### config.mk
export PLATFORM = sky130hd
export DESIGN_NAME = ether_payload_unpacker_flat
export DESIGN_NICKNAME = d
export VERILOG_FILES = /design/src/rtl/ether_payload_unpacker_if.sv /design/src/rtl/ether_payload_unpacker.sv /design/src/flat_wrapper.sv
export SDC_FILE = /design/constraint.sdc
export NUM_CORES = 1
export LEC_CHECK = 0
export ABC_CLOCK_PERIOD_IN_PS = 2200
export BUFFER_PORTS_ARGS = -buffer_cell sky130_fd_sc_hd__buf_2
export CAP_MARGIN = 20
export CORE_MARGIN = 2
export CORE_UTILIZATION = 57
export DETAILED_ROUTE_END_ITERATION = 8
export PLACE_DENSITY = 0.9
export SLEW_MARGIN = 20
export SYNTH_ARGS = -nofsm -noshare
export SYNTH_HDL_FRONTEND = slang
export SYNTH_SLANG_ARGS = --single-unit
### constraint.sdc
create_clock -name clk -period 2.2 [get_ports clk]
set_clock_uncertainty 0.05 [all_clocks]
set_input_delay 0 -clock clk [delete_from_list [all_inputs] [get_ports clk]]
set_output_delay 0 -clock clk [all_outputs]
set_load 0.01 [all_outputs]
### src/rtl/ether_payload_unpacker_if.sv
// Byte-stream input and address/pixel/drop outputs of the Ethernet payload unpacker.
// The unpacker takes the slave view; whatever feeds it and consumes its outputs takes the master view.
interface ether_payload_unpacker_if;
    logic        axiiv;
    logic [7:0]  axiid;
    logic        addr_axiov;
    logic [23:0] addr_axiod;
    logic        pixel_axiov;
    logic [7:0]  pixel_axiod;
    logic        drop_pulse;

    modport master (
        output axiiv, axiid,
        input  addr_axiov, addr_axiod, pixel_axiov, pixel_axiod, drop_pulse
    );

    modport slave (
        input  axiiv, axiid,
        output addr_axiov, addr_axiod, pixel_axiov, pixel_axiod, drop_pulse
    );
endinterface

### src/rtl/ether_payload_unpacker.sv
// Filters received frames by EtherType, extracts the 24-bit start address and forwards
// pixel bytes while holding back the trailing 4-byte FCS.
//
// state    | meaning
// ---------+------------------------------------------------------------
// S_IDLE   | waiting for a frame start (rising edge of axiiv)
// S_HEADER | counting header bytes 1..13, checking EtherType at 12/13
// S_ADDR   | shifting in the three big-endian start address bytes
// S_PIXELS | pixel bytes pass through a 4-deep hold so the FCS never leaves
// S_DROP   | EtherType mismatch, discarding bytes until axiiv falls
module ether_payload_unpacker #(
    parameter logic [15:0] ETHERTYPE = 16'h88B5
) (
    input logic                     clk,
    input logic                     rst,
    ether_payload_unpacker_if.slave bus
);

    typedef enum logic [2:0] {
        S_IDLE,
        S_HEADER,
        S_ADDR,
        S_PIXELS,
        S_DROP
    } state_t;

    state_t      state, state_nxt;
    logic [3:0]  byte_cnt, byte_cnt_nxt;
    logic        type_bad, type_bad_nxt;
    logic        prev_v;
    logic [15:0] addr_sr, addr_sr_nxt;
    logic [31:0] hold, hold_nxt;
    logic [2:0]  hold_cnt, hold_cnt_nxt;

    logic        addr_v, addr_v_nxt;
    logic [23:0] addr_d, addr_d_nxt;
    logic        pix_v, pix_v_nxt;
    logic [7:0]  pix_d, pix_d_nxt;
    logic        drop, drop_nxt;

    always_ff @(posedge clk) begin
        if (!rst) begin
            state    <= S_IDLE;
            byte_cnt <= 4'd0;
            type_bad <= 1'b0;
            prev_v   <= 1'b1;
            addr_sr  <= 16'd0;
            hold     <= 32'd0;
            hold_cnt <= 3'd0;
            addr_v   <= 1'b0;
            addr_d   <= 24'd0;
            pix_v    <= 1'b0;
            pix_d    <= 8'd0;
            drop     <= 1'b0;
        end else begin
            state    <= state_nxt;
            byte_cnt <= byte_cnt_nxt;
            type_bad <= type_bad_nxt;
            prev_v   <= bus.axiiv;
            addr_sr  <= addr_sr_nxt;
            hold     <= hold_nxt;
            hold_cnt <= hold_cnt_nxt;
            addr_v   <= addr_v_nxt;
            addr_d   <= addr_d_nxt;
            pix_v    <= pix_v_nxt;
            pix_d    <= pix_d_nxt;
            drop     <= drop_nxt;
        end
    end

    always_comb begin
        state_nxt    = state;
        byte_cnt_nxt = byte_cnt;
        type_bad_nxt = type_bad;
        addr_sr_nxt  = addr_sr;
        hold_nxt     = hold;
        hold_cnt_nxt = hold_cnt;
        addr_v_nxt   = 1'b0;
        addr_d_nxt   = addr_d;
        pix_v_nxt    = 1'b0;
        pix_d_nxt    = pix_d;
        drop_nxt     = 1'b0;

        case (state)
            S_IDLE: begin
                // prev_v resets high, so a frame already running at reset release is skipped
                if (bus.axiiv && !prev_v) begin
                    state_nxt    = S_HEADER;
                    byte_cnt_nxt = 4'd1;
                    type_bad_nxt = 1'b0;
                end
            end

            S_HEADER: begin
                if (!bus.axiiv) begin
                    state_nxt    = S_IDLE;
                    byte_cnt_nxt = 4'd0;
                end else begin
                    byte_cnt_nxt = byte_cnt + 4'd1;
                    if (byte_cnt == 4'd12 && bus.axiid != ETHERTYPE[15:8])
                        type_bad_nxt = 1'b1;
                    if (byte_cnt == 4'd13) begin
                        byte_cnt_nxt = 4'd0;
                        if (type_bad || bus.axiid != ETHERTYPE[7:0]) begin
                            state_nxt = S_DROP;
                            drop_nxt  = 1'b1;
                        end else begin
                            state_nxt = S_ADDR;
                        end
                    end
                end
            end

            S_ADDR: begin
                if (!bus.axiiv) begin
                    state_nxt    = S_IDLE;
                    byte_cnt_nxt = 4'd0;
                end else begin
                    addr_sr_nxt  = {addr_sr[7:0], bus.axiid};
                    byte_cnt_nxt = byte_cnt + 4'd1;
                    if (byte_cnt == 4'd2) begin
                        addr_d_nxt   = {addr_sr, bus.axiid};
                        addr_v_nxt   = 1'b1;
                        byte_cnt_nxt = 4'd0;
                        state_nxt    = S_PIXELS;
                    end
                end
            end

            S_PIXELS: begin
                if (!bus.axiiv) begin
                    // whatever is still held is the FCS
                    state_nxt    = S_IDLE;
                    hold_nxt     = 32'd0;
                    hold_cnt_nxt = 3'd0;
                end else begin
                    hold_nxt = {hold[23:0], bus.axiid};
                    if (hold_cnt == 3'd4) begin
                        pix_v_nxt = 1'b1;
                        pix_d_nxt = hold[31:24];
                    end else begin
                        hold_cnt_nxt = hold_cnt + 3'd1;
                    end
                end
            end

            S_DROP: begin
                if (!bus.axiiv)
                    state_nxt = S_IDLE;
            end

            default: begin
                state_nxt    = S_IDLE;
                byte_cnt_nxt = 4'd0;
                hold_nxt     = 32'd0;
                hold_cnt_nxt = 3'd0;
            end
        endcase
    end

    assign bus.addr_axiov  = addr_v;
    assign bus.addr_axiod  = addr_d;
    assign bus.pixel_axiov = pix_v;
    assign bus.pixel_axiod = pix_d;
    assign bus.drop_pulse  = drop;

endmodule
### src/flat_wrapper.sv
// flat-port wrapper written by rule: the top's interface ports become plain ports
module ether_payload_unpacker_flat 
#(
    parameter logic [15:0] ETHERTYPE = 16'h88B5
)
  (clk, rst, bus_axiiv, bus_axiid, bus_addr_axiov, bus_addr_axiod, bus_pixel_axiov, bus_pixel_axiod, bus_drop_pulse);
  ether_payload_unpacker_if bus_i ();
  input logic clk;
  input logic rst;
  input wire logic [$bits(bus_i.axiiv)-1:0] bus_axiiv;
  input wire logic [$bits(bus_i.axiid)-1:0] bus_axiid;
  output wire logic [$bits(bus_i.addr_axiov)-1:0] bus_addr_axiov;
  output wire logic [$bits(bus_i.addr_axiod)-1:0] bus_addr_axiod;
  output wire logic [$bits(bus_i.pixel_axiov)-1:0] bus_pixel_axiov;
  output wire logic [$bits(bus_i.pixel_axiod)-1:0] bus_pixel_axiod;
  output wire logic [$bits(bus_i.drop_pulse)-1:0] bus_drop_pulse;
  assign bus_i.axiiv = bus_axiiv;
  assign bus_i.axiid = bus_axiid;
  assign bus_addr_axiov = bus_i.addr_axiov;
  assign bus_addr_axiod = bus_i.addr_axiod;
  assign bus_pixel_axiov = bus_i.pixel_axiov;
  assign bus_pixel_axiod = bus_i.pixel_axiod;
  assign bus_drop_pulse = bus_i.drop_pulse;
  ether_payload_unpacker #(.ETHERTYPE(ETHERTYPE)) u_core (.clk(clk), .rst(rst), .bus(bus_i));
endmodule
Yosys cells after proc, flatten, opt, wreduce, memory -nomap -nowiden
Index checks and enable logic that the tools add are counted.
Storage, ports and cells
  register bits after elaboration: 95
Cells by class
  $add $sub $neg: 2
  equal/unequal tests: 17
  mux-type cells: 26
  bitwise gates (word level): 2
  reductions and logical operators: 18
Operators with widths (number)
  $pmux 32 s2: 1
  $mux 32: 1
  $mux 3: 9
  $mux 4: 5
  $ne 8x8->1 const B: 2
  $pmux 4 s4: 1
  $pmux 3 s4: 1
  $reduce_and 3->1: 4
  $reduce_and 4->1: 3
  $eq 4x4->1 const B: 2
  $eq 3x2->1 const B: 2
  $eq 3x3->1 const B: 2
  $mux 1: 6
  $ne 3x2->1 const B: 2
  $pmux 3 s2: 1
  $reduce_and 2->1: 3
  $add 4x1->4 const B: 1
  $eq 4x2->1 const B: 1
  $ne 2x1->1 const B: 2
  $ne 2x2->1 const B: 2
  $reduce_or 4->1: 1
  $add 3x1->3 const B: 1
  $eq 3x1->1 const B: 1
  $logic_not 3->1: 1
  other kinds (8): 10

Logic depth before layout (Yosys ltp)
Gate-level depths: netlist (run 1).
  depth in word-level cells: 6
  depth in mapped cells: 7
  mapped depth without buffers: 6

Worst setup path after synthesis (run 1)
Ideal clock, no wire load.
  path kind: flip-flop to flip-flop
  start point: register u_core.byte_cnt[0]
  end point: register u_core.addr_d[10] (netlist: u_core.bus.addr_axiod[10])
  data arrival time: 1479 ps
  setup slack: 601 ps
  stages on the path, launching flop included: 8
  path buffers: 1
  period minus slack after synthesis: 1599 ps
  path through: dfxtp_1 inv_1 ha_1 or3b_1 nor2_2 buf_2 nand2_1 a21oi_1
On the way
  cells in the longest elaborated chain, start to end: 2
RTL lines
  from (decl): line ether_payload_unpacker.sv:28  | logic [3:0] byte_cnt, byte_cnt_nxt;
  from (signal assigned): line ether_payload_unpacker.sv:57  | byte_cnt <= byte_cnt_nxt;
  $eq 4x2->1: line ether_payload_unpacker.sv:121  | if (byte_cnt == 4'd2) begin
  $reduce_and 3->1 (no source line)
  to (signal assigned): line ether_payload_unpacker.sv:64  | addr_d <= addr_d_nxt;
  to (decl): line ether_payload_unpacker.sv:36  | logic [23:0] addr_d, addr_d_nxt;
Every way passes these cells.
A chain may end at the register's enable or synchronous reset.

Worst setup path in the final report (run 1)
  start point: register u_core.byte_cnt[0]
  end point: register u_core.state[1]
On the way
  cells in the longest elaborated chain, start to end: 3
  elaborated cells between the ends (all ways): 5
  those cells by class: eq/ne (4); reduce/logical (1)
RTL lines
  $eq 4x2->1 or $eq 4x4->1 (tied branches): line ether_payload_unpacker.sv:121, ether_payload_unpacker.sv:102
  $ne 3x2->1 (no source line)
  $reduce_and 4->1 (no source line) (*)
  to (signal assigned): line ether_payload_unpacker.sv:56  | state <= state_nxt;
  to (decl): line ether_payload_unpacker.sv:27  | state_t state, state_nxt;
Mark *: on every way between the ends. The rest lies on a longest branch, timed or not.

==> results.sh, run 1 <==
export IMPL_ant_nets=0
export IMPL_cts_resized=0
export IMPL_core_region_area_sq_um=6280
export IMPL_syn_to_final_growth_pct=14.2
export IMPL_num_fill_cells=481
export IMPL_power_density_nw_per_um2=832
export IMPL_slew_headroom_pct=63.2
export IMPL_worstSetupPathType="flop to flop"
export IMPL_rsz0062_at_grt="no"
export IMPL_synth_nets=454
export IMPL_grt_pass1_vias=2803
export IMPL_placed_area_sq_um=3890
export IMPL_cp_arrival_ns=2.16
export IMPL_cts_tree="done"
export IMPL_final_cell_mix="148 x nand2_1, 95 x dfxtp_1, 80 x a21oi_1"
export IMPL_yosys_warnings=0
export IMPL_hold_viol=0
export IMPL_start_util_pct=58.3
export IMPL_worst_pin_slew_ns=0.551
export IMPL_grt_overflow=0
export IMPL_drt_iter0_drc=188
export IMPL_period_share_pct=89.6
export IMPL_die_x_um=84.1
export IMPL_routedWlPerCell_um=14.1
export IMPL_clk_insertion_delay_late_ns=0.36
export IMPL_syn_instance_count=437
export IMPL_syn_area_sq_um=3660
export IMPL_final_area_sq_um=4180
export IMPL_grtUsageTotal_pct=22.2
export IMPL_ff2ff_setup_slack_ns=0.23
export IMPL_synth_flop_cell="dfxtp_1"
export IMPL_p_leak_nw=1.54
export IMPL_startpoint_type="flop"
export IMPL_drc=0
export IMPL_slowest_stage="or3b_1"
export IMPL_grt_pass1_wl_um=12700
export IMPL_synth_top_area_share_pct=52.0
export IMPL_cp_max_fo=6
export IMPL_numCtsBuffers=9
export IMPL_synth_top_cell_by_area="dfxtp_1"
export IMPL_layout_drive_gt1_share_pct=15.8
export IMPL_grt_max_degree=43
export IMPL_std_cell_rows=29
export IMPL_hold_class="flop to flop"
export IMPL_drv_cap=0
export IMPL_io_buffers=45
export IMPL_cts_buffer_depth=2
export IMPL_period_minus_slack_ns=1.97
export IMPL_final_common_cell="nand2_1"
export IMPL_die_height_um=84.1
export IMPL_setup_viol=0
export IMPL_fin_nets=499
export IMPL_peakVddDrop_v=0.000458
export IMPL_status="finished, final reports clean"
export IMPL_required_ns=2.39
export IMPL_routabilityCongestion=0.816
export IMPL_diodes=0
export IMPL_synth_cell_types=47
export IMPL_final_util_pct=66.6
export IMPL_p_int_mw=2.43
export IMPL_io_pins=46
export IMPL_sw_frac_of_total_pct=30.2
export IMPL_tns_ns=0
export IMPL_synth_area_leaders="dfxtp_1 52%, nand2_1 15%, a21oi_1 11%, mux2i_1 2.5%, buf_2 2.1%"
export IMPL_seqPwrFrac_pct=53.7
export IMPL_synth_seq_cells=95
export IMPL_hpwlAfterDp_um=5050
export IMPL_synthArstFlopShare_pct=0
export IMPL_synth_edf_count=0
export IMPL_post_cts_buffers=0
export IMPL_multi_input_area_sq_um=1580
export IMPL_timing_final_ws_setup_ns=0.230
export IMPL_clk_pin_slew_ns=0.09
export IMPL_routed_wl_um=7940
export IMPL_post_place_ws_ns=0.383
export IMPL_cpPeakStageDelay_ns=0.41
export IMPL_path_cells="inv_1, ha_1, or3b_1, a2bb2oi_2, a21oi_1, a311oi_1"
export IMPL_dr_total_vias=3184
export IMPL_die_area_sq_um=7070
export IMPL_cts_sinks=95
export IMPL_yosysSeqAreaShare_pct=52.0
export IMPL_drtPass1Iterations=4
export IMPL_htree_num_levels=3
export IMPL_ctsRootBufferMaster="clkbuf_8"
export IMPL_slew_viol_final=0
export IMPL_p_comb_share_pct=16.1
export IMPL_p_clk_share_pct=30.2
export IMPL_endpoint_kind="flop"
export IMPL_avgViaCountPerCell=5.65
export IMPL_antenna_found_initial=0
export IMPL_regArea_sq_um=1900
export IMPL_max_freq_ghz=0.508
export IMPL_avgSynthCellArea_sq_um=8.37
export IMPL_p_sw_mw=1.05
-- stage by stage --
stage | power (mW) | hold WS (ns) | cells
after floorplan | 2.30 | 0.0230 | 437
after global placement | 2.39 | 0.225 | 537
after detailed placement | 2.41 | 0.224 | 537
after CTS | 3.46 | 0.401 | 564
after global routing | 3.61 | 0.419 | 564
final | 3.47 | 0.404 | 564
-- state kept, by name, summed over array words and instances, names as in the netlist, 3 cells and up --
register / count
u_core.state: 3
u_core.byte_cnt: 4
u_core.hold_cnt: 3
u_core.addr_sr: 16
u_core.hold: 32
u_core.bus.addr_axiod: 24
u_core.bus.pixel_axiod: 8
-- synth_stat cells, types with 2 or more instances --
| cell type | number |
|---|---|
| buf_6 | 2 |
| buf_2 | 15 |
| nor2_1 | 12 |
| nor3b_1 | 4 |
| ha_1 | 6 |
| nand4bb_1 | 2 |
| clkbuf_1 | 9 |
| or3_1 | 2 |
| a311oi_1 | 3 |
| nand3_1 | 2 |
| o21ai_1 | 3 |
| and3_1 | 2 |
| a31oi_1 | 2 |
| nand2b_1 | 4 |
| inv_1 | 6 |
| nand2_1 | 148 |
| mux2i_1 | 9 |
| a21oi_1 | 80 |
| dfxtp_1 | 95 |
| and2_1 | 3 |
| nand4_1 | 2 |
-- power by group through the flow --
stage,clock [mW],combinational (mW),sequential (mW)
after global placement,0,0.496,1.89
final,1.05,0.560,1.86
after detailed placement,0,0.515,1.90
after CTS,1.05,0.548,1.86
after floorplan,0,0.449,1.85
after global routing,1.12,0.613,1.87
-- path summary, 6_finish.rpt --
check / endpoint / depth (start not counted) / startpoint
hold / removal: u_core.hold[29] / 2 / u_core.hold[21]
hold reg to reg: u_core.hold[29] / 2 / u_core.hold[21]
setup / recovery: u_core.state[1] / 6 / u_core.byte_cnt[0]
setup reg to reg: u_core.state[1] / 6 / u_core.byte_cnt[0]
-- layer usage --
metal,vias to the layer above,track usage (%),routed length (um)
li1,1550,-,-
met1,1501,28.8,3370
met2,119,35.1,3830
met3,14,6.13,595
met4,0,8.94,143
met5,-,0,0
-- worst max-delay path, delay by kind of cell (launching register included) --
kind            cells  cell delay [ns]
compound gates      3             0.71
simple gates        1             0.41
flops               1             0.38
fa+ha+maj           1             0.18
buf+inv             1             0.12
-- timing repair --
item | in CTS | in global routing
endpoints found under the setup margin | 0 | 0
hold buffers | 11 | 0
endpoints found under the hold margin | 29 | 0
-- layout make-up --
class / count / share of cell area, %
sequential: 95 / 45.5
inverter: 6 / 0.539
timing repair buffer: 63 / 9.58
multi-input combinational: 307 / 37.7
clock inverter: 6 / 1.05
tap: 77 / 2.31
clock buffer: 10 / 3.29
-- kinds of logic after synthesis --
logic type	Yosys count	synth area share [%]
and+or+nand+nor	193	23.2
buffers and inverters	35	4.93
DFF	95	52.0
muxes	9	2.46
AOI/OAI and AO/OA	99	15.4
adders and majority gates	6	2.05
Power figures use the tool's default switching activity.
==> inputs of run 2 (changes only) <==
CORE_UTILIZATION = 59   (was 57)
CTS_BUF_LIST = sky130_fd_sc_hd__clkbuf_4   (was not set)
PLACE_DENSITY = 0.92   (was 0.9)
==> results.sh, run 2 (synthesis gave the netlist of run 1 again) <==
export IMPL_regArea_sq_um=1900
export IMPL_layout_drive_gt1_share_pct=16.0
export IMPL_hpwlAfterDp_um=5160
export IMPL_dr_total_vias=3155
export IMPL_setup_viol=0
export IMPL_fin_nets=501
export IMPL_die_x_um=82.7
export IMPL_power_density_nw_per_um2=817
export IMPL_cts_tree="done"
export IMPL_worstSetupPathType="flop to flop"
export IMPL_max_freq_ghz=0.553
export IMPL_slew_headroom_pct=66.0
export IMPL_grt_max_degree=50
export IMPL_multi_input_area_sq_um=1580
export IMPL_drtPass1Iterations=5
export IMPL_period_minus_slack_ns=1.81
export IMPL_cts_sinks=95
export IMPL_final_common_cell="nand2_1"
export IMPL_ctsRootBufferMaster="clkbuf_4"
export IMPL_antenna_found_initial=0
export IMPL_top_register="u_core.hold"
export IMPL_post_place_ws_ns=0.437
export IMPL_slew_viol_final=0
export IMPL_drv_cap=0
export IMPL_p_leak_nw=1.52
export IMPL_final_cell_mix="148 x nand2_1, 95 x dfxtp_1, 80 x a21oi_1"
export IMPL_rsz0062_at_grt="no"
export IMPL_slowest_stage="dfxtp_1"
export IMPL_grt_pass1_wl_um=12700
export IMPL_cts_buffer_depth=2
export IMPL_cpPeakStageDelay_ns=0.40
export IMPL_clk_insertion_delay_late_ns=0.42
export IMPL_die_area_sq_um=6840
export IMPL_crit_family="compound AO/OA/AOI/OAI gates"
export IMPL_cp_max_fo=6
export IMPL_cts_resized=0
export IMPL_drt_iter0_drc=347
export IMPL_timing_final_ws_setup_ns=0.391
export IMPL_drc=0
export IMPL_clk_pin_slew_ns=0.14
export IMPL_numCtsBuffers=9
export IMPL_period_share_pct=82.2
export IMPL_final_area_sq_um=4140
export IMPL_placed_area_sq_um=3890
export IMPL_status="finished, final reports clean"
export IMPL_grtUsageTotal_pct=24.3
export IMPL_core_region_area_sq_um=5960
export IMPL_largest_reg_flops=32
export IMPL_start_util_pct=61.4
export IMPL_diodes=0
export IMPL_io_buffers=45
export IMPL_die_height_um=82.7
export IMPL_grt_pass1_vias=2849
export IMPL_post_cts_buffers=0
export IMPL_std_cell_rows=28
export IMPL_io_pins=46
export IMPL_peakVddDrop_v=0.000403
export IMPL_routedWlPerCell_um=14.1
export IMPL_cp_arrival_ns=2.09
export IMPL_syn_to_final_growth_pct=13.1
export IMPL_num_fill_cells=456
export IMPL_path_cells="inv_1, ha_1, or3b_1, a2bb2oi_2, a21oi_1, a311oi_1"
export IMPL_startpoint_type="flop"
export IMPL_htree_num_levels=3
export IMPL_grt_overflow=0
export IMPL_endpoint_kind="flop"
export IMPL_hold_class="input port to flop"
export IMPL_worst_pin_slew_ns=0.511
export IMPL_hold_viol=0
export IMPL_ant_nets=0
export IMPL_routed_wl_um=7960
export IMPL_routabilityCongestion=0.791
export IMPL_avgViaCountPerCell=5.59
export IMPL_crit_buf_inv=1
export IMPL_tns_ns=0
export IMPL_required_ns=2.48
## run 2: cell types whose count changed in the layout (fill, tap and decap cells not counted)
cell,change
clkinv_2,-2
clkinv_4,-2
clkbuf_4,+11
clkbuf_8,-10
clkinvlp_4,+1
buf_4,+3
buf_12,-1
clkinv_1,+1
bufinv_16,+1
## run 2: repair_timing
action,CTS,global route
endpoints found under the hold margin,35,0
hold buffers,11,0
endpoints found under the setup margin,0,0
## run 2: cell type report
cell class,instances,share of cell area (%)
Timing Repair Buffer,65,9.74
Clock inverter,5,1.39
Sequential cell,95,46.0
Inverter,6,0.544
Multi-Input combinational cell,307,38.1
Clock buffer,11,2.00
Tap cell,75,2.27
## run 2: stage by stage
stage	hold slack (ns)	util (%)	power, mW	instances
after floorplan	0.0230	-	2.30	437
after global placement	0.216	65.3	2.39	537
after detailed placement	0.221	65.3	2.42	537
after CTS	0.336	69.5	3.35	564
after global routing	0.343	69.5	3.52	564
final	0.357	69.5	3.38	564
## run 2: worst paths after layout
check	from	end	slack, ns	cells after the start
hold / removal	bus_axiid[7]	u_core.bus.addr_axiod[7]	0.36	4
hold reg to reg	u_core.hold[0]	u_core.hold[8]	0.41	2
setup reg to reg	u_core.byte_cnt[0]	u_core.state[1]	0.39	6
setup / recovery	u_core.byte_cnt[0]	u_core.state[1]	0.39	6
## run 2: tightest hold or removal path, cell delays in order
cell	delay [ns]
dlygate4sd3_1	0.53
buf_2	0.16
nand2_1	0.06
a21oi_1	0.05
## run 2: layer usage
layer | up-vias | GRT usage (%) | wire [um] | share of wire, %
met5 | - | 0 | 0 | 0
met4 | 0 | 10.2 | 148 | 1.9
met3 | 16 | 4.24 | 533 | 6.7
met2 | 121 | 41.6 | 3920 | 49
met1 | 1468 | 30.1 | 3360 | 42
li1 | 1550 | - | - | -
## run 2: where the power goes
part	switching (mW)	internal [mW]	total, mW
logic	0.365	0.208	0.573
clock network	0.572	0.374	0.946
registers	0.0822	1.78	1.86
==> inputs of run 3 (changes only) <==
ABC_CLOCK_PERIOD_IN_PS = 1600   (was 2200)
CORE_UTILIZATION = 54   (was 59)
PLACE_DENSITY = 0.89   (was 0.92)
clock period = 1.6 ns   (was 2.2 ns; I/O delays follow)
==> results.sh, run 3 (synthesis gave the netlist of run 1 again) <==
export IMPL_status="finished with violations"
export IMPL_violations="setup timing"
export IMPL_dr_total_vias=3237
export IMPL_io_buffers=45
export IMPL_dr_wl_met2_um=4400
export IMPL_io_pins=46
export IMPL_power_density_nw_per_um2=1120
export IMPL_setup_viol=13
export IMPL_clk_insertion_delay_late_ns=0.46
export IMPL_max_freq_ghz=0.589
export IMPL_grt_pass1_vias=2985
export IMPL_cp_arrival_ns=2.02
export IMPL_wl_met3_um=627
export IMPL_avgViaCountPerCell=5.61
export IMPL_startpoint_type="flop"
export IMPL_core_region_area_sq_um=6460
export IMPL_numCtsBuffers=9
export IMPL_start_util_pct=56.6
export IMPL_die_x_um=86.3
export IMPL_highest_layer="met4"
export IMPL_p_int_mw=3.43
export IMPL_slew_viol_final=0
export IMPL_largest_reg_flops=32
export IMPL_slew_headroom_pct=68.7
export IMPL_hold_class="input port to flop"
export IMPL_clk_pin_slew_ns=0.15
export IMPL_instances_no_fill=577
export IMPL_cp_max_fo=4
export IMPL_die_height_um=86.3
export IMPL_final_common_cell="nand2_1"
export IMPL_syn_to_final_growth_pct=20.1
export IMPL_p_sw_mw=1.50
export IMPL_cts_buffer_depth=2
export IMPL_hold_viol=0
export IMPL_ctsRootBufferMaster="clkbuf_4"
export IMPL_period_share_pct=106
export IMPL_final_util_pct=68.0
export IMPL_timing_final_ws_setup_ns=-0.0969
export IMPL_cts_tree="done"
export IMPL_peakVddDrop_v=0.000499
export IMPL_top_register="u_core.hold"
export IMPL_endpoint_kind="flop"
export IMPL_p_comb_share_pct=21.3
export IMPL_fin_nets=512
export IMPL_routedWlPerCell_um=15.1
export IMPL_p_leak_nw=1.62
export IMPL_tns_ns=-0.336
export IMPL_hpwlAfterDp_um=5390
export IMPL_rsz0062_at_grt="yes"
export IMPL_ant_nets=0
export IMPL_grt_pass1_wl_um=13500
export IMPL_sw_frac_of_total_pct=30.5
export IMPL_grt_max_degree=35
export IMPL_antenna_found_initial=0
export IMPL_required_ns=1.93
export IMPL_drv_cap=0
export IMPL_worst_pin_slew_ns=0.468
export IMPL_grt_overflow=0
export IMPL_diodes=0
export IMPL_routabilityCongestion=0.799
export IMPL_layout_drive_gt1_share_pct=21.6
export IMPL_worstSetupPathType="flop to flop"
export IMPL_drtPass1Iterations=5
export IMPL_grtUsageTotal_pct=22.7
export IMPL_holdWs_ns=0.331
export IMPL_drc=0
export IMPL_std_cell_rows=29
export IMPL_seqPwrFrac_pct=52.1
export IMPL_htree_num_levels=3
export IMPL_routed_wl_um=8740
export IMPL_period_minus_slack_ns=1.70
export IMPL_die_area_sq_um=7450
export IMPL_final_cell_mix="148 x nand2_1, 90 x dfxtp_1, 79 x a21oi_1"
export IMPL_drt_iter0_drc=253
export IMPL_p_clk_share_pct=26.5
export IMPL_cts_sinks=95
export IMPL_dp_cells=547
export IMPL_m1WireLength_um=3510
export IMPL_post_place_ws_ns=-0.0931
-- run 3: cell count changes in the layout (fill, tap and decap cells not counted), moves of 2 or more --
cell	before	now
buf_4	9	15
dfxtp_2	0	3
dfxtp_1	95	90
dfxtp_4	0	2
nor3b_1	4	2
and2_1	3	1
buf_12	0	3
-- run 3: critical path, stage by stage (launching register included) --
cell and delay, ns:
dfxtp_2 0.36, inv_2 0.08, ha_4 0.13, or3b_4 0.41
a2bb2oi_4 0.23, a21oi_1 0.11, a311oi_1 0.25
-- run 3: final timing paths --
check | depth (start not counted) | start | endpoint | slack (ns)
setup / recovery | 6 | u_core.byte_cnt[0] | u_core.state[1] | -0.1
setup reg to reg | 6 | u_core.byte_cnt[0] | u_core.state[1] | -0.1
hold / removal | 4 | bus_axiid[3] | u_core.hold[3] | 0.33
hold reg to reg | 2 | u_core.bus.addr_axiod[17] | u_core.bus.addr_axiod[17] | 0.41
-- run 3: per-layer routing --
metal | vias up | GRT usage, %
li1 | 1576 | -
met1 | 1507 | 28.4
met2 | 134 | 38.8
met3 | 20 | 4.86
met4 | 0 | 8.52
met5 | - | 0
-- run 3: power by group through the flow --
stage / logic, mW / registers (mW) / clock network (mW)
2_1_floorplan: 0.617 / 2.54 / 0
3_3_place_gp: 0.793 / 2.58 / 0
3_5_place_dp: 0.830 / 2.59 / 0
4_1_cts: 0.880 / 2.54 / 1.31
5_1_grt: 1.14 / 2.59 / 1.40
6_report: 1.05 / 2.58 / 1.31
-- run 3: timing repair --
action	4_1_cts	5_1_grt
setup endpoints to repair	39	46
buffers inserted	0	2
pin swaps	3	5
hold buffers	10	1
hold endpoints to repair	30	3
gates resized for setup	8	22
gates cloned	0	1
-- run 3: layout make-up --
cell class	count	area, sq um
timing repair buffer	75	519
fill	481	2070
tap	77	96.3
multi-input combinational	308	1700
clock buffer	11	82.6
sequential	95	1910
inverter	6	22.5
clock inverter	5	57.6
-- run 3: through the flow --
stage,total power [mW],instance area [sq um]
after floorplan,3.16,3660
after global placement,3.38,3990
after detailed placement,3.42,3990
after CTS,4.73,4260
after global routing,5.12,4390
final,4.94,4390
